<file path="src/rtl/fetch_pkg.sv">
// Shared types and default widths for the instruction fetch stage.
package fetch_pkg;

    localparam int ADDR_W_DEF     = 8;
    localparam int INSTR_W_DEF    = 8;
    localparam int FIFO_DEPTH_DEF = 2;

    // FETCH issues ROM reads; HALTED keeps the PC frozen and issues nothing.
    typedef enum logic [0:0] {
        FETCH  = 1'b0,
        HALTED = 1'b1
    } fetch_state_t;

endpackage : fetch_pkg

</file>
<file path="src/rtl/fetch_fifo.sv">
// Small synchronous prefetch FIFO holding {instruction, pc} pairs.
// Flush empties the buffer and wins over a same-cycle push. The head reads as zero while empty.
module fetch_fifo #(
    parameter int DEPTH = 2,
    parameter int W     = 16
) (
    input  logic                         clock,
    input  logic                         reset_n,
    input  logic                         push,
    input  logic [W-1:0]                 push_data,
    input  logic                         pop,
    input  logic                         flush,
    output logic [W-1:0]                 head,
    output logic [$clog2(DEPTH+1)-1:0]   count,
    output logic                         full,
    output logic                         empty
);

    localparam int PTR_W = $clog2(DEPTH);
    localparam int CNT_W = $clog2(DEPTH + 1);

    logic [W-1:0]     mem [DEPTH];
    logic [PTR_W-1:0] wr_ptr;
    logic [PTR_W-1:0] rd_ptr;

    // Pointer and occupancy bookkeeping; DEPTH is a power of two, so the pointers wrap naturally.
    always_ff @(posedge clock) begin
        // NOTE: state registers use non-blocking assignments so every flop samples pre-edge values.
        if (!reset_n) begin
            wr_ptr <= '0;
            rd_ptr <= '0;
            count  <= '0;
        end else if (flush) begin
            wr_ptr <= '0;
            rd_ptr <= '0;
            count  <= '0;
        end else begin
            if (push) wr_ptr <= wr_ptr + PTR_W'(1);
            if (pop)  rd_ptr <= rd_ptr + PTR_W'(1);
            count <= count + CNT_W'(push) - CNT_W'(pop);
        end
    end

    // Storage write port.
    always_ff @(posedge clock) begin
        // NOTE: storage has no reset; the occupancy count alone decides what is valid.
        if (push && !flush) mem[wr_ptr] <= push_data;
    end

    assign empty = (count == '0);
    assign full  = (count == CNT_W'(DEPTH));
    assign head  = empty ? '0 : mem[rd_ptr];

endmodule : fetch_fifo

</file>
<file path="src/rtl/fetch_unit.sv">
// Instruction fetch stage: owns the PC, reads a 1-cycle-latency ROM, buffers the returned
// words and hands them to decode over valid/ready. Redirect flushes the wrong-path words.
module fetch_unit
    import fetch_pkg::*;
#(
    parameter int ADDR_W     = ADDR_W_DEF,
    parameter int INSTR_W    = INSTR_W_DEF,
    parameter int FIFO_DEPTH = FIFO_DEPTH_DEF
) (
    input  logic               clock,
    input  logic               reset_n,
    output logic               mem_rd,
    output logic [ADDR_W-1:0]  mem_addr,
    input  logic [INSTR_W-1:0] mem_data,
    output logic               instr_valid,
    input  logic               instr_ready,
    output logic [INSTR_W-1:0] instr,
    output logic [ADDR_W-1:0]  instr_pc,
    input  logic               redirect,
    input  logic [ADDR_W-1:0]  redirect_pc,
    input  logic               halt
);

    localparam int CNT_W = $clog2(FIFO_DEPTH + 1);

    fetch_state_t       state;
    fetch_state_t       state_next;
    logic [ADDR_W-1:0]  pc;
    logic [ADDR_W-1:0]  tag;
    logic               inflight;
    logic               kill;
    logic               issue;
    logic               push;
    logic               pop;
    logic               credit_ok;
    logic [CNT_W-1:0]   count;
    logic [CNT_W:0]     used;
    logic [CNT_W:0]     limit;
    logic               full;
    logic               empty;
    logic [INSTR_W+ADDR_W-1:0] head;

    assign pop         = instr_valid & instr_ready;
    assign instr_valid = !empty;
    assign {instr, instr_pc} = head;

    // A redirect on the cycle the pending word lands drops that word.
    assign kill = redirect & inflight;
    assign push = inflight & !kill;

    // A slot popped this cycle frees up at the same edge the new read is issued, so it counts
    // as credit; that is what lets a two-entry buffer sustain one instruction per cycle.
    assign used      = {1'b0, count} + (CNT_W+1)'(inflight);
    assign limit     = (CNT_W+1)'(FIFO_DEPTH) + (CNT_W+1)'(pop);
    assign credit_ok = (used < limit);

    // Next-state and issue decision; redirect outranks halt and always returns to FETCH.
    always_comb begin
        // NOTE: every combinational output gets a default first so no path infers a latch.
        state_next = state;
        issue      = 1'b0;
        case (state)
            FETCH:   if (halt && !redirect)  state_next = HALTED;
            HALTED:  if (!halt || redirect)  state_next = FETCH;
            default: state_next = FETCH;
        endcase
        if (reset_n && (state == FETCH) && !halt && !redirect && credit_ok) issue = 1'b1;
    end

    assign mem_rd   = issue;
    assign mem_addr = pc;

    // PC, state and pending-read tracking.
    always_ff @(posedge clock) begin
        if (!reset_n) begin
            state    <= FETCH;
            pc       <= '0;
            tag      <= '0;
            inflight <= 1'b0;
        end else begin
            state    <= state_next;
            inflight <= issue;
            if (issue) tag <= pc;
            if (redirect)   pc <= redirect_pc;
            else if (issue) pc <= pc + ADDR_W'(1);
        end
    end

    fetch_fifo #(
        .DEPTH (FIFO_DEPTH),
        .W     (INSTR_W + ADDR_W)
    ) u_fifo (
        .clock     (clock),
        .reset_n   (reset_n),
        .push      (push),
        .push_data ({mem_data, tag}),
        .pop       (pop),
        .flush     (redirect),
        .head      (head),
        .count     (count),
        .full      (full),
        .empty     (empty)
    );

    // A landing word must always find a free slot.
    assert property (@(posedge clock) disable iff (!reset_n) !(push && full && !pop && !redirect));

endmodule : fetch_unit

</file>
<file path="config.mk">
export PLATFORM = sky130hd
export DESIGN_NAME = fetch_unit
export DESIGN_NICKNAME = d
export VERILOG_FILES = /design/src/rtl/fetch_pkg.sv /design/src/rtl/fetch_fifo.sv /design/src/rtl/fetch_unit.sv
export SDC_FILE = /design/constraint.sdc
export NUM_CORES = 1
export LEC_CHECK = 0
export CORE_ASPECT_RATIO = 1.4
export CORE_UTILIZATION = 30
export DETAILED_ROUTE_END_ITERATION = 8
export SLEW_MARGIN = 20
export SYNTH_ARGS = -nofsm -noshare
export SYNTH_HDL_FRONTEND = slang
export SYNTH_SLANG_ARGS = --single-unit
</file>
<file path="constraint.sdc">
create_clock -name clock -period 2.15 [get_ports clock]
set_input_delay 0.3225 -clock clock [delete_from_list [all_inputs] [get_ports clock]]
set_output_delay 0.3225 -clock clock [all_outputs]
set_load 0.05 [all_outputs]
</file>
Yosys cells after proc, flatten, opt, wreduce, memory -nomap -nowiden --
Memories as Yosys holds them, arrays and structs flattened. A register that Yosys moved wholly into a read port is not among the register bits. Index checks and enable logic that the tools add are counted.
Operators by class: $add $sub $neg 7, multipliers 0, divide/modulo/power cells 0, magnitude comparators 1, equal/unequal tests 0, shifts and indexed selects 0, multiplexer cells 11, bitwise logic cells 5, reductions and logical operators 14
Operator list (count):
- 16-bit 2-to-1 mux | 1
- 8-bit 2-to-1 mux | 2
- 8-bit by 1-bit adder with 8-bit output (second input constant) | 1
- 1-bit 2-to-1 mux | 7
- 1-bit logical AND | 6
- 1-bit logical NOT | 4
- 2-bit by 1-bit adder with 3-bit output | 1
- 2-bit by 1-bit adder with 3-bit output (first input constant) | 1
- 1-bit AND | 3
- 3-bit less-than comparator | 1
- 1-bit adder (second input constant) | 2
- 2-bit by 1-bit adder with 2-bit output | 1
- 2-bit logical NOT | 1
- 1-bit inverter | 2
- 1-bit case mux with 2 select lines | 1
- 2-bit nonzero test | 1
- 2-bit OR reduction | 1
- 2-bit by 1-bit subtractor with 2-bit output | 1
- 1-bit logical OR | 1
Storage, ports and cells: bits in registers 22, latch bits 0, bits in writable memories 32, memory bits (read-only) 0, bits of input ports 21, output and inout bits 26, memories 1
Memories:
- u_fifo.mem | depth 2, width 16, rd ports 1, clocked after memory_dff 1, write ports 1, line fetch_fifo.sv:22 | logic [W-1:0] mem [DEPTH];

Longest topological paths before layout --
Gate-level depths: netlist of run 1.
word-level depth 9, mapped depth 8

By module --
Synthesis of run 1 repeated with hierarchy kept, for this count alone.
Unflattened totals: cells, all modules 180, area total of the unflattened synthesis 2328.5 µm²
Modules (own cells, without submodules):
- fetch_fifo | times used 1, cells each 90, area each 1448.9 µm²
- fetch_unit | times used 1, cells each 90, area each 879.6 µm²

Least setup slack after synthesis of run 1 --
OpenSTA, ideal clock, no wires.
path kind flip-flop to output port, start reg with a tool-made name, end out instr[0], arrival 1674 ps, slack 153 ps, cell stages (with the launch flop) 5, path buffers 2, cell sequence dfxtp_1 > clkbuf_1 > buf_2 > mux2i_1 > nor2_1
RTL lines:
- end, declared | line fetch_unit.sv:17 | output logic [INSTR_W-1:0] instr,

Worst setup path in the final report of run 1 --
start reg inflight, end out mem_rd
On the way: longest elaborated chain between the ends 4
RTL lines:
- start, declared | line fetch_unit.sv:30 | logic inflight;
- start signal, assigned | line fetch_unit.sv:82 | inflight <= issue;
- 2-bit by 1-bit adder with 3-bit output | line fetch_unit.sv:53 | assign used = {1'b0, count} + (CNT_W+1)'(inflight);
- 3-bit less-than comparator | line fetch_unit.sv:55 | assign credit_ok = (used < limit);
- 1-bit logical AND | line fetch_unit.sv:67 | if (reset_n && (state == FETCH) && !halt && !redirect && credit_ok) issue = 1'b1;
- 1-bit 2-to-1 mux | line fetch_unit.sv:67
- end, declared | line fetch_unit.sv:12 | output logic mem_rd,
No other way between the ends.

==> results.yml, run 1 <==
clock_network:
  cts_sinks: 55
  cts-root-buf: "clkbuf_8"
  clk_path_buf_depth: 2
  htree_num_levels: 2
  cts_inserted_buffers: 5
  cts.reportedPaths.clkPinSlew_ns: 0.10
  cts_tree: "built"
  clock_latency_ns: 0.30
grt:
  grtUsageTotal_pct: 11.9
  use_met2_pct: 21.0
  grt_overflow: 0
  grt_max_degree: 22
  top_usage_layer: "met2"
  grt_pass1_wl_mm: 7.16
  use_met1_pct: 13.6
  antenna_found_initial: 0
  grt_pass1_vias: 1478
  use_met3_pct: 2.31
drt:
  wirelength_mm: 4.31
  vias: 1549
  viasPerCell: 4.49
  first_iter_violations: 64
  drc: 0
  drtAntennaViolNets: 0
  first_pass_iters: 4
  wl_per_cell_microns: 12.5
synthesis:
  synthFlopType: "edfxtp_1"
  yosysTopAreaCell: "edfxtp_1"
  ys_top_cells_by_area: "edfxtp_1, dfxtp_1, mux2i_1"
  synth_edf_count: 32
  synth_area_sq_um: 2280
  synth_top_area_share_pct: 42.1
  yosysUniqueCellTypes: 32
  yosysSeqAreaShare_pct: 62.3
  ys_top_cells_by_count: "edfxtp_1, dfxtp_1, nor2_1, nand2_1, mux2i_1"
  synth_fp_nets: 218
  yosysWarnings: 0
  async_flop_share_pct: 0
  yosysMostFrequentCell: "edfxtp_1"
  synth_cells: 192
  yosys_register_bits: 55
  synth_area_per_cell_sq_um: 11.9
power:
  power.leakage_nw: 1.11
  power.internal_mw: 1.45
  p_sw_uw: 457
  seqPwrFrac_pct: 60.5
  peakVddDrop_v: 0.000304
  power_mw: 1.90
  pwr-share-clk_pct: 29.1
  switching_share_pct: 24.0
  comb_power_share_pct: 10.4
  powerDensity_nw_per_um2: 641
timing:
  setup_viol: 0
  finalCritPeriodShare_pct: 93.7
  max_freq_mhz: 497
  fin_crit_ns: 2.01
  tightest_slew_ns: 0.500
  fin_ws_ns: 0.136
  max-slew-margin-rel_pct: 66.5
  skew_ns: 0.00776
  tns_ns: 0
  rsz0062_at_grt: "no"
  hold_violations: 0
  drv_slew: 0
place:
  gp_congestion: 0.747
  place_ws_ns: 0.167
  dp_hpwl_mm: 2.94
  port_buffers: 46
final_layout:
  drive_gt1_share_pct: 17.3
  utilization_pct: 40.4
  antenna_cells: 0
  syn2layout_area_growth_pct: 30.2
  fin_nets: 273
worst_setup_path:
  end_kind: "output port"
  worstPathArrival_ns: 1.69
  crit_fanout: 6
  worst-setup-path-type: "reg -> out"
  start_kind: "flop"
  crit_required_ns: 1.83
min_path:
  worstHoldPathType: "reg -> reg"
floorplan:
  die_area_sq_um: 7960
  die_h_microns: 105
  coreArea_sq_um: 7360
  pin_count: 47
  fp-row-count: 37
  start_util_pct: 31.0
  die_width_microns: 75.7
run:
  drv_cap: 0
status:
  status: "finished clean"
worst paths after layout:
check                       from                          to  slack [ns]  depth (start not counted)
max          inflight$_SDFF_PN0_                      mem_rd        0.14                          6
min          tag[4]$_SDFFE_PN0P_  u_fifo.mem[0][4]$_DFFE_PP_        0.46                          0
max reg2reg  inflight$_SDFF_PN0_    mem_addr[5]$_SDFFE_PN0P_        0.23                          7
min reg2reg  tag[4]$_SDFFE_PN0P_  u_fifo.mem[0][4]$_DFFE_PP_        0.46                          0
power groups by stage:
| stage | logic (mW) | registers (mW) | clock network (mW) |
|---|---|---|---|
| after floorplan | 0.0764 | 1.20 | 0 |
| after global placement | 0.195 | 1.17 | 0 |
| after detailed placement | 0.197 | 1.18 | 0 |
| after CTS | 0.198 | 1.15 | 0.574 |
| after global routing | 0.215 | 1.15 | 0.623 |
| final | 0.199 | 1.15 | 0.554 |
cells in the final DEF (no fill, tap or decap), types with 6 or more instances in the layout:
master           count
nand2_1             20
buf_4               27
edfxtp_1            32
nor2_1              22
mux2i_1             17
clkdlybuf4s50_1     28
nand3_1              9
inv_1                6
dfxtp_1             23
a21boi_0             9
metrics by stage:
stage / cells / hold slack (ns) / cell area [sq um]
after floorplan: 192 / 0.421 / 2280
after global placement: 335 / 0.436 / 2870
after detailed placement: 335 / 0.442 / 2870
after CTS: 343 / 0.466 / 2950
after global routing: 345 / 0.483 / 2970
final: 345 / 0.461 / 2970
final cells by class:
class	count	area, sq um
fill	714	4390
multi-input combinational	121	788
inverter	7	28.8
clock buffer	5	68.8
clock inverter	3	18.8
sequential	55	1420
tap	97	121
timing repair buffer	57	523
state kept, by name, indices dropped and copies added, names as in the netlist, named ones only:
name and count:
u_fifo.mem 32, mem_addr 8, inflight 1, u_fifo.wr_ptr 1
tag 8, state 1, u_fifo.count 2, u_fifo.rd_ptr 1
worst max-delay path, cell delays in order, from the launching register on:
cell	delay, ns
dfxtp_1	0.35
ha_1	0.21
ha_1	0.18
nor3_1	0.18
nand3_1	0.18
inv_4	0.14
buf_12	0.14
metal layers:
metal	part of all wire (%)	wire length [microns]
met4	1.8	78
met2	52	2250
met5	0	0
met3	3.8	165
met1	42	1820
kinds of logic (layout without fill, tap and decap cells):
logic type	after synthesis	count (layout)	share of synthesized area [%]
AND/OR/NAND/NOR	72	72	14.7
flip-flops	55	55	62.3
AO/OA/AOI/OAI	23	23	8.12
multiplexers	17	17	7.46
buffers and inverters	16	72	3.13
adder cells (fa/ha/maj)	5	5	2.74
XOR/XNOR	4	4	1.54
what timing repair did:
action	CTS	global route
hold buffers	0	0
endpoints found under the setup margin	1	1
pin swaps	0	1
buffers inserted	0	2
gates resized for setup	1	1
endpoints found under the hold margin	0	0
Power figures use the tool's default switching activity.
==> run 2: changes to the inputs <==
--- a/config.mk
+++ b/config.mk
@@ -8,6 +8,7 @@
 export CORE_ASPECT_RATIO = 1.4
 export CORE_UTILIZATION = 30
 export DETAILED_ROUTE_END_ITERATION = 8
+export PLACE_DENSITY_LB_ADDON = 0.15
 export SLEW_MARGIN = 20
 export SYNTH_ARGS = -nofsm -noshare
 export SYNTH_HDL_FRONTEND = slang
==> results.yml, run 2 (synthesis results as in run 1) <==
final_layout:
  drive_gt1_share_pct: 17.4
  largest_reg_flops: 32
  final_cell_mix: "edfxtp_1, clkdlybuf4s50_1, buf_4"
  antenna_cells: 0
  layout.filler_cells: 724
  syn2layout_area_growth_pct: 30.4
  fin_nets: 272
  top_register: "u_fifo.mem"
  mostFrequentLayoutCell: "edfxtp_1"
  utilization_pct: 40.4
drt:
  wl_per_cell_microns: 12.5
  drtAntennaViolNets: 0
  drc: 0
  first_iter_violations: 39
  vias: 1558
  wirelength_mm: 4.31
  viasPerCell: 4.53
  first_pass_iters: 4
worst_setup_path:
  crit_required_ns: 1.83
  worst-setup-path-type: "reg -> out"
  end_kind: "output port"
  start_kind: "flop"
  crit_fanout: 8
  worstPathArrival_ns: 1.68
timing:
  skew_ns: 0.00992
  drv_slew: 0
  fin_crit_ns: 2.00
  rsz0062_at_grt: "no"
  tns_ns: 0
  max_freq_mhz: 499
  hold_slack_ns: 0.469
  hold_violations: 0
  tightest_slew_ns: 0.500
  finalCritPeriodShare_pct: 93.2
  max-slew-margin-rel_pct: 66.5
  fin_ws_ns: 0.146
  setup_viol: 0
power:
  power.internal_mw: 1.45
  powerDensity_nw_per_um2: 646
  seqPwrFrac_pct: 59.9
  pwr-share-clk_pct: 29.7
  power.leakage_nw: 1.10
  peakVddDrop_v: 0.000268
  power_mw: 1.92
  p_sw_uw: 469
  switching_share_pct: 24.4
  comb_power_share_pct: 10.4
floorplan:
  coreArea_sq_um: 7360
  die_width_microns: 75.7
  fp-row-count: 37
  start_util_pct: 31.0
  die_h_microns: 105
  die_area_sq_um: 7960
  pin_count: 47
status:
  status: "finished clean"
clock_network:
  hold_buffers: 0
  cts_inserted_buffers: 5
  clk_path_buf_depth: 2
  cts.reportedPaths.clkPinSlew_ns: 0.10
  cts-root-buf: "clkbuf_8"
  cts_sinks: 55
  htree_num_levels: 2
  clock_latency_ns: 0.31
  cts_tree: "built"
grt:
  antenna_found_initial: 0
  grt_overflow: 0
  grt_pass1_wl_mm: 6.83
  grt_pass1_vias: 1408
  grtUsageTotal_pct: 11.5
  grt_max_degree: 22
place:
  port_buffers: 46
  dp_hpwl_mm: 2.95
  gp_congestion: 0.721
  place_ws_ns: 0.163
min_path:
  worstHoldPathType: "reg -> reg"
run:
  drv_cap: 0
==> run 2: worst paths after layout <==
check | startpoint | to | slack [ns] | cells after the start
setup / recovery | u_fifo.count[0]$_SDFF_PP0_ | mem_rd | 0.15 | 6
hold / removal | tag[7]$_SDFFE_PN0P_ | u_fifo.mem[0][7]$_DFFE_PP_ | 0.47 | 0
setup reg to reg | u_fifo.count[0]$_SDFF_PP0_ | mem_addr[5]$_SDFFE_PN0P_ | 0.19 | 9
hold reg to reg | tag[7]$_SDFFE_PN0P_ | u_fifo.mem[0][7]$_DFFE_PP_ | 0.47 | 0
==> run 2: final cells by class <==
| cell class | instances | area [sq um] | share of cell area, % |
|---|---|---|---|
| flip-flops and latches | 55 | 1420 | 47.8 |
| multi-input cells | 121 | 793 | 26.7 |
| repair buffers | 56 | 515 | 17.3 |
| well taps | 97 | 121 | 4.08 |
| clock buffers | 5 | 68.8 | 2.31 |
| inverters | 7 | 28.8 | 0.968 |
| clock inverters | 3 | 25.0 | 0.841 |
==> run 2: what timing repair did <==
item,in CTS,in global routing
buffers inserted,0,2
hold endpoints to repair,0,0
endpoints found under the setup margin,1,1
gates resized for setup,1,2
pin swaps,0,1
==> run 2: per-stage QoR <==
step	cell area, sq um	std cells
floorplan	2280	192
global placement	2860	334
detailed placement	2860	334
CTS	2950	342
global route	2970	344
finish	2970	344
==> run 2: power by group through the flow <==
| stage | combinational (mW) | clock [mW] | sequential (mW) |
|---|---|---|---|
| after global placement | 0.195 | 0 | 1.18 |
| final | 0.199 | 0.570 | 1.15 |
| after detailed placement | 0.197 | 0 | 1.18 |
| after global routing | 0.213 | 0.633 | 1.16 |
| after floorplan | 0.0764 | 0 | 1.20 |
| after CTS | 0.199 | 0.591 | 1.15 |
==> run 2: per-layer routing <==
| layer | global-route usage, % | wire [microns] | up-vias |
|---|---|---|---|
| met2 | 20.5 | 2320 | 42 |
| met4 | 5.16 | 68 | 0 |
| li1 | - | - | 793 |
| met3 | 2.22 | 201 | 6 |
| met1 | 12.6 | 1730 | 717 |
| met5 | 0 | 0 | - |
==> run 2: critical path, stage by stage (launching register included) <==
cell and delay (ns):
dfxtp_1 0.36, ha_1 0.20, ha_1 0.28, o21ai_2 0.07, nand3_1 0.16, inv_4 0.15
buf_12 0.15
